[src/rtl/scramble_sequencer_pkg.sv]
// Shared definitions for the scramble sequencer: FSM encodings, move direction
// codes, default LFSR seed and the maximal-length Galois tap table.
package scramble_sequencer_pkg;

    localparam logic [1:0] IDLE  = 2'd0;
    localparam logic [1:0] DRAW  = 2'd1;
    localparam logic [1:0] ISSUE = 2'd2;
    localparam logic [1:0] DONE  = 2'd3;

    typedef enum logic [1:0] {
        DIR_UP    = 2'd0,
        DIR_DOWN  = 2'd1,
        DIR_LEFT  = 2'd2,
        DIR_RIGHT = 2'd3
    } dirCodeT;

    localparam logic [15:0] DEFAULT_SEED = 16'hACE1;

    // Right-shift Galois masks; bit k-1 set for each x^k term of the polynomial.
    function automatic logic [31:0] galoisTaps(input int width);
        logic [31:0] taps;
        case (width)
            8:       taps = 32'h0000_00B8;
            9:       taps = 32'h0000_0110;
            10:      taps = 32'h0000_0240;
            11:      taps = 32'h0000_0500;
            12:      taps = 32'h0000_0E08;
            13:      taps = 32'h0000_1C80;
            14:      taps = 32'h0000_3802;
            15:      taps = 32'h0000_6000;
            16:      taps = 32'h0000_D008;
            17:      taps = 32'h0001_2000;
            18:      taps = 32'h0002_0400;
            19:      taps = 32'h0007_2000;
            20:      taps = 32'h0009_0000;
            21:      taps = 32'h0014_0000;
            22:      taps = 32'h0030_0000;
            23:      taps = 32'h0042_0000;
            24:      taps = 32'h00E1_0000;
            25:      taps = 32'h0120_0000;
            26:      taps = 32'h0200_0023;
            27:      taps = 32'h0400_0013;
            28:      taps = 32'h0900_0000;
            29:      taps = 32'h1400_0000;
            30:      taps = 32'h2000_0029;
            31:      taps = 32'h4800_0000;
            32:      taps = 32'h8020_0003;
            default: taps = 32'h0000_D008;
        endcase
        return taps;
    endfunction

endpackage

[src/rtl/scramble_lfsr.sv]
// Free-running maximal-length Galois LFSR; advances on every clock edge.
module scramble_lfsr
    import scramble_sequencer_pkg::*;
#(
    parameter int               WIDTH = 16,
    parameter logic [WIDTH-1:0] SEED  = WIDTH'(DEFAULT_SEED)
) (
    input  logic             clk,
    input  logic             rst_n,
    output logic [WIDTH-1:0] value
);

    localparam logic [WIDTH-1:0] TAPS    = WIDTH'(galoisTaps(WIDTH));
    // All-zero is the lock-up state of an XOR LFSR, so never start there.
    localparam logic [WIDTH-1:0] SEED_NZ = (SEED == '0) ? WIDTH'(1) : SEED;

    always_ff @(posedge clk or negedge rst_n) begin
        if (!rst_n) begin
            value <= SEED_NZ;
        end else begin
            value <= (value >> 1) ^ (value[0] ? TAPS : '0);
        end
    end

endmodule

[src/rtl/scramble_sequencer.sv]
// Issues MOVE_COUNT pseudo-random board moves per button press, never
// immediately undoing the previous accepted move.
module scramble_sequencer
    import scramble_sequencer_pkg::*;
#(
    parameter int                    MOVE_COUNT = 31,
    parameter int                    DIR_WIDTH  = 2,
    parameter int                    LFSR_WIDTH = 16,
    parameter logic [LFSR_WIDTH-1:0] SEED       = LFSR_WIDTH'(DEFAULT_SEED),
    localparam int                   ML_W       = $clog2(MOVE_COUNT + 1)
) (
    input  logic                 clk,
    input  logic                 rst_n,
    input  logic                 scramble_btn,
    input  logic                 mix_state,
    input  logic                 abort,
    input  logic                 move_ready,
    output logic                 move_valid,
    output logic [DIR_WIDTH-1:0] move_dir,
    output logic                 busy,
    output logic                 done,
    output logic [ML_W-1:0]      moves_left
);

    logic [1:0]            state;
    logic                  btnPrev;
    logic                  btnArmed;
    logic [DIR_WIDTH-1:0]  moveDir;
    logic [DIR_WIDTH-1:0]  lastDir;
    logic                  haveLast;
    logic [ML_W-1:0]       movesLeft;
    logic [LFSR_WIDTH-1:0] lfsrValue;
    logic [DIR_WIDTH-1:0]  cand;
    logic                  isInverse;
    logic                  start;
    logic                  unusedLfsrBits;

    scramble_lfsr #(
        .WIDTH (LFSR_WIDTH),
        .SEED  (SEED)
    ) uLfsr (
        .clk   (clk),
        .rst_n (rst_n),
        .value (lfsrValue)
    );

    assign cand           = lfsrValue[DIR_WIDTH-1:0];
    assign unusedLfsrBits = ^lfsrValue[LFSR_WIDTH-1:DIR_WIDTH];
    assign isInverse      = haveLast && (cand == (lastDir ^ DIR_WIDTH'(1)));

    // btnArmed stays low until the button has been seen released, so a press
    // held across reset release cannot masquerade as a fresh edge.
    assign start = (state == IDLE) && scramble_btn && !btnPrev && btnArmed
                   && !mix_state && !abort;

    always_ff @(posedge clk or negedge rst_n) begin
        if (!rst_n) begin
            state     <= IDLE;
            btnPrev   <= 1'b0;
            btnArmed  <= 1'b0;
            moveDir   <= '0;
            lastDir   <= '0;
            haveLast  <= 1'b0;
            movesLeft <= '0;
        end else begin
            btnPrev  <= scramble_btn;
            btnArmed <= btnArmed | ~scramble_btn;
            case (state)
                IDLE: begin
                    if (start) begin
                        state     <= DRAW;
                        movesLeft <= ML_W'(MOVE_COUNT);
                        haveLast  <= 1'b0;
                    end
                end
                DRAW: begin
                    if (abort) begin
                        state     <= IDLE;
                        movesLeft <= '0;
                    end else if (!isInverse) begin
                        moveDir <= cand;
                        state   <= ISSUE;
                    end
                end
                ISSUE: begin
                    // Abort wins over a simultaneous handshake.
                    if (abort) begin
                        state     <= IDLE;
                        movesLeft <= '0;
                    end else if (move_ready) begin
                        movesLeft <= movesLeft - 1'b1;
                        lastDir   <= moveDir;
                        haveLast  <= 1'b1;
                        state     <= (movesLeft == ML_W'(1)) ? DONE : DRAW;
                    end
                end
                DONE:    state <= IDLE;
                default: state <= IDLE;
            endcase
        end
    end

    assign move_valid = (state == ISSUE);
    assign move_dir   = moveDir;
    assign busy       = (state != IDLE);
    assign done       = (state == DONE);
    assign moves_left = movesLeft;

endmodule
[config.mk]
export PLATFORM = sky130hd
export DESIGN_NAME = scramble_sequencer
export DESIGN_NICKNAME = d
export VERILOG_FILES = /design/src/rtl/scramble_sequencer_pkg.sv /design/src/rtl/scramble_lfsr.sv /design/src/rtl/scramble_sequencer.sv
export SDC_FILE = /design/constraint.sdc
export NUM_CORES = 1
export LEC_CHECK = 0
export ABC_AREA = 1
export BUFFER_PORTS_ARGS = -buffer_cell sky130_fd_sc_hd__buf_4
export CAP_MARGIN = 20
export CORE_AREA = 2 2 54 56
export CTS_CLUSTER_DIAMETER = 80
export DETAILED_ROUTE_END_ITERATION = 10
export DIE_AREA = 0 0 56 58
export MAX_ROUTING_LAYER = met4
export PLACE_DENSITY = 0.69
export SETUP_SLACK_MARGIN = 0.2
export SLEW_MARGIN = 40
export SYNTH_ARGS = -nofsm -noshare
export SYNTH_HDL_FRONTEND = slang
export SYNTH_HIERARCHICAL = 1
export SYNTH_SLANG_ARGS = --single-unit
export TNS_END_PERCENT = 30
[constraint.sdc]
create_clock -name clk -period 1.95 [get_ports clk]
set_input_delay 0.0975 -clock clk [delete_from_list [all_inputs] [get_ports clk]]
set_output_delay 0.0975 -clock clk [all_outputs]
set_load 0.005 [all_outputs]
==> results by group <==
Timing
  – Worst relative slew slack: 0.7430
  – Final setup fails: 0
  – Clk_skew: 0.01146 ns
  – Fmax: 0.6768 GHz
  – Hold Violations, Final: 0
  – Fin. max-slew vios: 0
  – Final Critical Period: 1.478 ns
  – Final Cycle Share: 0.7577
  – Setup TNS Final: 0 ns
  – Setup repair after global routing missed its margin: false
  – Worst-Margin Slew: 0.3841 ns
  – Setup ws final: 0.4724 ns

Setup path
  – Crit path cell chain: nor2_1, inv_1, buf_4
  – Slowest stage delay, CP: 0.45 ns
  – Crit Path Category: register to primary output
  – WP data arrival: 1.38 ns
  – Worst flop-to-flop path startpoint: moves_left[0]$_DFFE_PN0P_
  – Worst path slowest cell: dfrtp_1
  – Worst R2R End: moves_left[4]$_DFFE_PN0P_
  – Worst Path Required: 1.85 ns
  – Critical Path Start Type: register
  – Critical path endpoint category: primary output
  – Reg2reg path depth: 8
  – Worst-path maximum fanout: 5
  – R2R setup slack: 0.69 ns

Final layout
  – Diodes inserted: 0
  – Layout cells sized above 1: 0.2579
  – Layout filler cell count: 239
  – Commonest non-fill, non-tap cell in the layout: nand2_1
  – Most frequent cells in the layout: nand2_1, dfrtp_1, inv_1, buf_4, nand3_1
  – Final #Nets: 166
  – Design Area, Final: 1526 um2
  – P&R area growth vs syn: 17.76%

Power
  – Worst VDD drop: 0.6975 mV
  – Clock power frac: 0.203
  – Leak: 0.7946 nW
  – Flop pwr share: 0.437
  – Switching share of power: 0.3689
  – Psw: 0.6884 mW
  – Pwr Density: 1222 nW/um2
  – Internal cell power: 1.178 mW
  – Gate power share: 0.360

Logic synthesis
  – Syn_area_per_cell: 9.673 um2
  – Post-synth net total: 142
  – Post-synthesis cell count: 134
  – Synth cell types: 24
  – Post-Syn Area: 1296 um2
  – Seq/Total Area, Yosys: 0.5869
  – Flops & latches, synth: 30
  – Ys Warns: 6

Clock tree
  – Setup bufs post-CTS: 0
  – CTS buffer count: 5
  – Clock transition at path regs: 0.09 ns
  – Clock root buffer: clkbuf_4
  – Clock Latency Late Sink: 0.32 ns
  – CTS tree: done
  – H-Tree Depth: 2
  – Deepest clock path buffer count: 2
  – Clk sinks: 30

Floorplan
  – Initial Utilization: 0.4868
  – Die area: 3248 um2
  – Site row count: 19
  – Die span in y: 58 um
  – Num ports: 16
  – Core Area: 2663 um2
  – Die W: 56 um

Min path
  – Worst min path class: primary input to register
  – Hold Path Stages: 3
  – Min-delay src: move_ready
  – Hold Crit Endpoint: lastDir[0]$_DFFE_PN0P_

Drt
  – Avg WL per Cell: 12.58 um
  – Drt initial violations: 28
  – Via density: 4.842
  – Residual DRC count: 0
  – ANT nets after route: 0
  – Final wirelength: 2391 um
  – Vias post-DR: 920
  – First-pass detailed-route iteration total: 4

Placed design
  – Post-Place Setup Slack: 0.6978 ns
  – Detailed Place HPWL: 1660 um
  – Global placement routability congestion: 0.7813
  – Port Buffers: 15
  – Dpl cell area: 1448 um2

Run status
  – Status: completed

Global route
  – GR Overflow Total: 0
  – Largest net degree at the start of global routing: 31
  – First-pass GRT wire length: 4167 um
  – Initial antenna violation count: 0
  – GRT Overall Usage: 0.1778
  – Vias in the first global route: 963

Job
  – Max Cap Viol: 0
-- power by group through the flow --
| stage | logic, mW | registers [mW] | clock network (mW) |
|---|---|---|---|
| floorplan | 0.450 | 0.809 | 0 |
| global placement | 0.651 | 0.818 | 0 |
| detailed placement | 0.676 | 0.826 | 0 |
| CTS | 0.679 | 0.816 | 0.396 |
| global route | 0.762 | 0.831 | 0.423 |
| finish | 0.671 | 0.816 | 0.378 |
-- repair_timing --
| action | in CTS | in global routing |
|---|---|---|
| hold buffers | 2 | 0 |
| resized for setup | 0 | 0 |
| endpoints found under the hold margin | 32 | 0 |
-- through the flow --
stage            util  hold slack [ns]  cells  power [mW]
2_1_floorplan       -          -0.1981    134       1.259
3_3_place_gp   0.5437          0.03772    180       1.469
3_5_place_dp   0.5437          0.04596    180       1.503
4_1_cts        0.5733          0.06613    190       1.892
5_1_grt        0.5733          0.08761    190       2.016
6_report       0.5733          0.06647    190       1.866
-- cells by family after synthesis --
logic type / share of synthesized area
buffers and inverters: 0.05212
DFF: 0.5869
xor gates and xnor gates: 0.01352
adders and majority gates: 0.01930
AOI/OAI and AO/OA: 0.05116
and+or+nand+nor: 0.2770
-- critical path, delay by kind of cell (launching register included) --
family                 cells  cell delay [ns]
flip-flops                 1             0.45
buffers and inverters      2             0.26
AND/OR/NAND/NOR            1             0.34
-- worst max path at each step --
stage                         startpoint                   endpoint  depth (start not counted)
4_1_cts             state[0]$_DFFE_PN0P_                       busy                          3
3_5_place_dp        state[0]$_DFFE_PN0P_     lastDir[1]$_DFFE_PN0P_                          6
6_report            state[0]$_DFFE_PN0P_                       busy                          3
3_3_place_gp        state[1]$_DFFE_PN0P_       state[1]$_DFFE_PN0P_                          6
2_1_floorplan  moves_left[0]$_DFFE_PN0P_  moves_left[2]$_DFFE_PN0P_                          6
5_1_grt             state[0]$_DFFE_PN0P_                       busy                          3
-- cell usage after synthesis --
cell type,count,share of area
nand3_4,1,0.014
inv_1,15,0.043
nand3b_1,1,0.0058
inv_2,3,0.0087
dfstp_2,8,0.16
dfrtp_1,22,0.42
o21ai_1,2,0.0077
nand2_2,1,0.0048
ha_1,2,0.019
o21ai_0,4,0.015
xor2_1,1,0.0068
a21oi_4,1,0.013
nand2_1,41,0.12
nand3_1,14,0.054
a21boi_0,1,0.0058
nand4_1,1,0.0048
xnor2_1,1,0.0068
o21bai_1,1,0.0058
nor2_2,1,0.0048
nor2_8,1,0.015
a21oi_1,1,0.0039
nor2_4,3,0.026
nor2_1,7,0.020
nand2_4,1,0.0087
-- layout make-up --
cell class,count,area [um2],area share
flip-flops and latches,30,760.7,0.4984
multi-input cells,86,467.9,0.3066
repair buffers,17,132.6,0.08689
inverters,18,67.56,0.04426
clock buffers,8,58.81,0.03852
well taps,31,38.79,0.02541
-- flip-flops by register name, summed over array words and instances (netlist names) --
register / cells
haveLast: 1
move_dir: 2
uLfsr/value: 16
btnPrev: 1
btnArmed: 1
moves_left: 5
lastDir: 2
state: 2
-- metal layers --
metal	vias up	wire, um	global-route usage
li1	467	-	-
met1	425	1153	0.2112
met2	19	1066	0.2790
met3	9	123	0.06027
met4	0	48	0.07483
met5	-	0	-
(Power assumes the default switching activity.)
